File: src/rtl/binary_decoder_pkg.sv
// Shared widths, types and helpers for the registered 3-to-8 one-hot decoder.
package binary_decoder_pkg;

    localparam int IN_W  = 3;
    localparam int OUT_W = 8;

    typedef logic [IN_W-1:0]  sel_t;
    typedef logic [OUT_W-1:0] onehot_t;

    // True when exactly one bit of v is set.
    function automatic logic is_onehot(input onehot_t v);
        int unsigned ones;
        ones = 0;
        for (int i = 0; i < OUT_W; i++) begin
            ones += 32'(v[i]);
        end
        return (ones == 1);
    endfunction

endpackage : binary_decoder_pkg

File: src/rtl/binary_decoder_core.sv
// Combinational 3-to-8 decode: one-hot of in_i when e_i is high, all-zero otherwise.
module binary_decoder_core
    import binary_decoder_pkg::*;
(
    input  logic [IN_W-1:0]  in_i,
    input  logic             e_i,
    output logic [OUT_W-1:0] out_o
);

    always_comb begin
        // NOTE: default assigned first so every path drives out_o and no latch is inferred.
        out_o = '0;
        // The enable gates the shift, so an unknown index never reaches the output while disabled.
        if (e_i) begin
            out_o = onehot_t'(1) << in_i;
        end
    end

endmodule : binary_decoder_core

File: src/rtl/binary_decoder_3_to_8.sv
// Registered 3-to-8 one-hot decoder with enable and a registered 'active' flag.
// Define BINARY_DECODER_ONEHOT_CHK_EN to add the sticky one-hot checker and its err_o port.
module binary_decoder_3_to_8
    import binary_decoder_pkg::*;
(
    input  logic             clk,
    input  logic             rst_n,
    input  logic [IN_W-1:0]  in_i,
    input  logic             e_i,
    output logic [OUT_W-1:0] out_o,
    output logic             active_o
`ifdef BINARY_DECODER_ONEHOT_CHK_EN
    ,
    output logic             err_o
`endif
);

    onehot_t out_d, out_q;
    logic    active_d, active_q;

    binary_decoder_core u_core (
        .in_i  (in_i),
        .e_i   (e_i),
        .out_o (out_d)
    );

    assign active_d = e_i;

    always_ff @(posedge clk or negedge rst_n) begin
        if (!rst_n) begin
            out_q    <= '0;
            active_q <= 1'b0;
        end else begin
            // NOTE: non-blocking assignments keep every register sampling pre-edge values.
            out_q    <= out_d;
            active_q <= active_d;
        end
    end

    assign out_o    = out_q;
    assign active_o = active_q;

`ifdef BINARY_DECODER_ONEHOT_CHK_EN
    logic err_d, err_q;

    // Flags a registered value that contradicts the registered enable; sticky until reset.
    always_comb begin
        err_d = err_q;
        if (active_q ? !is_onehot(out_q) : (out_q != '0)) begin
            err_d = 1'b1;
        end
    end

    always_ff @(posedge clk or negedge rst_n) begin
        if (!rst_n) begin
            err_q <= 1'b0;
        end else begin
            err_q <= err_d;
        end
    end

    assign err_o = err_q;
`endif

endmodule : binary_decoder_3_to_8

File: config.mk
export PLATFORM = sky130hd
export DESIGN_NAME = binary_decoder_3_to_8
export DESIGN_NICKNAME = d
export VERILOG_FILES = /design/src/rtl/binary_decoder_pkg.sv /design/src/rtl/binary_decoder_core.sv /design/src/rtl/binary_decoder_3_to_8.sv
export SDC_FILE = /design/constraint.sdc
export NUM_CORES = 1
export LEC_CHECK = 0
export ABC_AREA = 1
export CORE_AREA = 10 10 47 49
export DETAILED_ROUTE_END_ITERATION = 8
export DIE_AREA = 0 0 57 59
export DONT_BUFFER_PORTS = 1
export GPL_TIMING_DRIVEN = 0
export MAX_ROUTING_LAYER = met4
export PLACE_DENSITY_LB_ADDON = 0.08
export SETUP_SLACK_MARGIN = 0.4
export SYNTH_ARGS = -nofsm -noshare
export SYNTH_HDL_FRONTEND = slang
export SYNTH_SLANG_ARGS = --single-unit
File: constraint.sdc
create_clock -name clk -period 0.8 [get_ports clk]
set_clock_uncertainty 0.2 [all_clocks]
set_input_delay 0.04 -clock clk [delete_from_list [all_inputs] [get_ports clk]]
set_output_delay 0.04 -clock clk [all_outputs]
set_load 0.005 [all_outputs]
# Yosys cells after proc, flatten, opt, wreduce, memory -nomap -nowiden

Index checks and enable logic that the tools add are counted.

Output and inout port bits: 9
Bits of input ports: 6
Flip-flop bits (word level): 9

Mux-type cells: 1
Shift operators: 1

Operator list:

| kind                                                              | number |
|---|---|
| 8-bit 2-to-1 mux                                                  | 1 |
| 1-bit by 3-bit left shift with 8-bit output, first input constant | 1 |

# Depth between registers and ports, before layout

Depth after elaboration: 2
Mapped depth: 3
Gate-level depth less buffers: 3

# Cells and area by module

Synthesis repeated with hierarchy kept, for this count alone.

Cells, all modules: 26
Area total of the unflattened synthesis: 289.0 um^2

By module, submodules not included:

| module                | instances | area each (um^2) | seq. area each (um^2) | cells an instance |
|---|---|---|---|---|
| binary_decoder_3_to_8 | 1         | 225.2            | 225.2                 | 9 |
| binary_decoder_core   | 1         | 63.8             | 0.0                   | 17 |

# Worst setup path after synthesis

No wires, ideal clock.

Path type: register -> output
Start: register active_q, in the netlist active_o
End: output port active_o
Stages on the path, launching flop included: 1
Data arrival time: 0.349 ns
Data required time: 0.560 ns
Path slack: 0.211 ns
Buffers on the path: 0
Cells stage by stage: dfrtp_1

RTL lines:

| what                     | line                        | RTL |
|---|---|---|
| start: declaration       | binary_decoder_3_to_8.sv:19 | `logic active_d, active_q;` |
| start signal: assignment | binary_decoder_3_to_8.sv:36 | `active_q <= active_d;` |
| end: declaration         | binary_decoder_3_to_8.sv:11 | `output logic active_o` |

No word-level cell between the ends.

# Worst setup path after layout

Start: register out_q[1], in the netlist out_o[1]
End: output port out_o[1]

RTL lines:

| what                     | line                        | RTL |
|---|---|---|
| start: declaration       | binary_decoder_3_to_8.sv:18 | `onehot_t out_d, out_q;` |
| start signal: assignment | binary_decoder_3_to_8.sv:35 | `out_q <= out_d;` |
| end: declaration         | binary_decoder_3_to_8.sv:10 | `output logic [OUT_W-1:0] out_o,` |

No word-level cell between the ends.

==> qor.yml <==
period_needed_ns: 0.875
synth-edff-count: 0
dr.first_iter.drc_count: 3
yosys-top-cells-count: "dfrtp_1, nor2_1, nand2_1"
io_buffer_count: 0
ys.warnings.count: 0
pin_count: 15
synthXorXnorAreaFrac: 0
fp.dieH_um: 59
peakVddDrop_v: 0.000418
num_rows: 14
p_per_area_nw_per_um2: 2090
place_ws_ns: 0.191
antenna_cells: 0
syn_area_per_cell_um2: 11.1
grtUsageTotal: 0.0425
via_per_inst: 3.65
crit_type: "flip-flop to output port"
hp-class: "primary input to async pin"
ys_seq_area_frac: 0.779
drc: 0
grt_overflow: 0
ant_nets: 0
synth-simple-area-share: 0.182
fillCellCount: 157
vias: 168
min_period_over_period: 1.09
clk_pin_slew_worst_paths_ns: 0.06
layout-drive-gt1-share: 0.400
fin_nets: 37
synthArstFlopShare: 1.00
violations: "negative hold slack, negative setup slack"
worst-endpoint-required_ns: 0.56
path_max_fanout: 1
place_hpwl_um: 520
ys_ff_latch: 9
cts.sinks: 9
whs_ns: -0.720
synth_mux_area_frac: 0
syn_to_final_growth_pct: 39.8
yosysUniqueCellTypes: 4
power.leakage_nw: 0.194
synth_nets: 32
gr-usage-met1: 0.0399
yosysMostFrequentCell: "dfrtp_1"
final-setup-viol-count: 9
grt_max_degree: 10
antenna_found_initial: 0
start_util: 0.206
fmax_mhz: 1140
synth-main-ff-cell: "dfrtp_1"
drv_cap: 0
place_inst: 42
yosysTopAreaCell: "dfrtp_1"
synth_area_um2: 289
synth_compound_area_frac: 0
cts_tree: "yes"
cp.arrival_ns: 0.63
final_cells: 46
critPathLaunchType: "flip-flop"
yosysTopAreaCellShare: 0.779
globalplace.congestion: 0.619
total_power_uw: 846
dr.pass1.iters: 3
slew_violations: 0
root_buffer: "clkbuf_4"
grt_pass1_wl_um: 1000
fp.coreArea_um2: 1400
cts_max_level: 1
rsz0062_at_grt: "true"
synth_top_family_by_area: "simple AND/OR/NAND/NOR gates"
hold_viol: 18
cts_max_path_buffers: 2
grt-busiest-layer: "met4"
routedWlPerCell_um: 12.9
grt_pass1_vias: 215
synth.area.top_cells: "dfrtp_1, nor2_1, nand2_1"
die_area_um2: 3360
use_met2: 0.0496
tightest_slew_ns: 0.0905
status: "finished with violations"
syn_inst: 26
cts_made_buffers: 3
worstSetupEndpointType: "output port"
drt_wl_total_um: 593
synthAdderAreaFrac: 0
die_w_um: 57
maxSlewHeadroom: 0.939
setup_ws_ns: -0.0748
met3_usage: 0.0258
==> cells in the final DEF (no fill, tap or decap) <==
cell type,Yosys,routed
clkbuf_4,0,3
inv_12,0,2
nor2_1,8,8
inv_6,0,1
nand2_8,0,1
dfrtp_1,9,9
nand2_4,0,2
clkbuf_1,0,1
nand2_2,0,3
==> how the worst max path moves through the flow <==
stage | start | end | slack (ns) | cells past startpoint
2_1_floorplan | active_o | active_o | 0.21 | 0
3_3_place_gp | out_o[3] | out_o[3] | 0.19 | 0
3_5_place_dp | out_o[7] | out_o[7] | 0.19 | 0
4_1_cts | out_o[1] | out_o[1] | -0.1 | 0
5_1_grt | out_o[5] | out_o[5] | -0.11 | 0
6_report | out_o[1] | out_o[1] | -0.07 | 0
==> sequential cells by signal (all words and copies together), names as in the netlist <==
signal and flops:
active_o 1, out_o 8
==> layer usage <==
| layer | share of wire | wire length, um |
|---|---|---|
| met3 | 0.15 | 87 |
| met1 | 0.33 | 197 |
| met5 | 0 | 0 |
| met4 | 0 | 0 |
| met2 | 0.52 | 308 |
==> metrics by stage <==
step / util / setup TNS (ns) / cell area, um2 / hold slack (ns)
2_1_floorplan: - / 0 / 358 / -0.456
3_3_place_gp: 0.270 / 0 / 378 / -0.455
3_5_place_dp: 0.270 / 0 / 378 / -0.455
4_1_cts: 0.288 / -0.802 / 404 / -0.735
5_1_grt: 0.288 / -0.900 / 404 / -0.741
6_report: 0.288 / -0.610 / 404 / -0.720
==> area by class of cell <==
class / count / area [um2] / share of cell area
clock buffers: 4 / 26.3 / 0.0650
multi-input cells: 14 / 91.3 / 0.226
flip-flops and latches: 9 / 225 / 0.557
well taps: 16 / 20.0 / 0.0495
inverters: 3 / 41.3 / 0.102
==> power by group <==
part	switching (mW)	internal [mW]	total [mW]
clock	0.136	0.191	0.326
sequential	0.00700	0.469	0.476
combinational	0.0198	0.0245	0.0443
==> kinds of logic after synthesis <==
logic type,count (synthesis)
buffers and inverters,3
DFF,9
and+or+nand+nor,14
==> what timing repair did <==
item	CTS	global route
resized for setup	0	0
endpoints found under the setup margin	9	9
endpoints found under the hold margin	18	18
setup buffers	0	0
No activity file was read; power rests on OpenSTA's default activity.
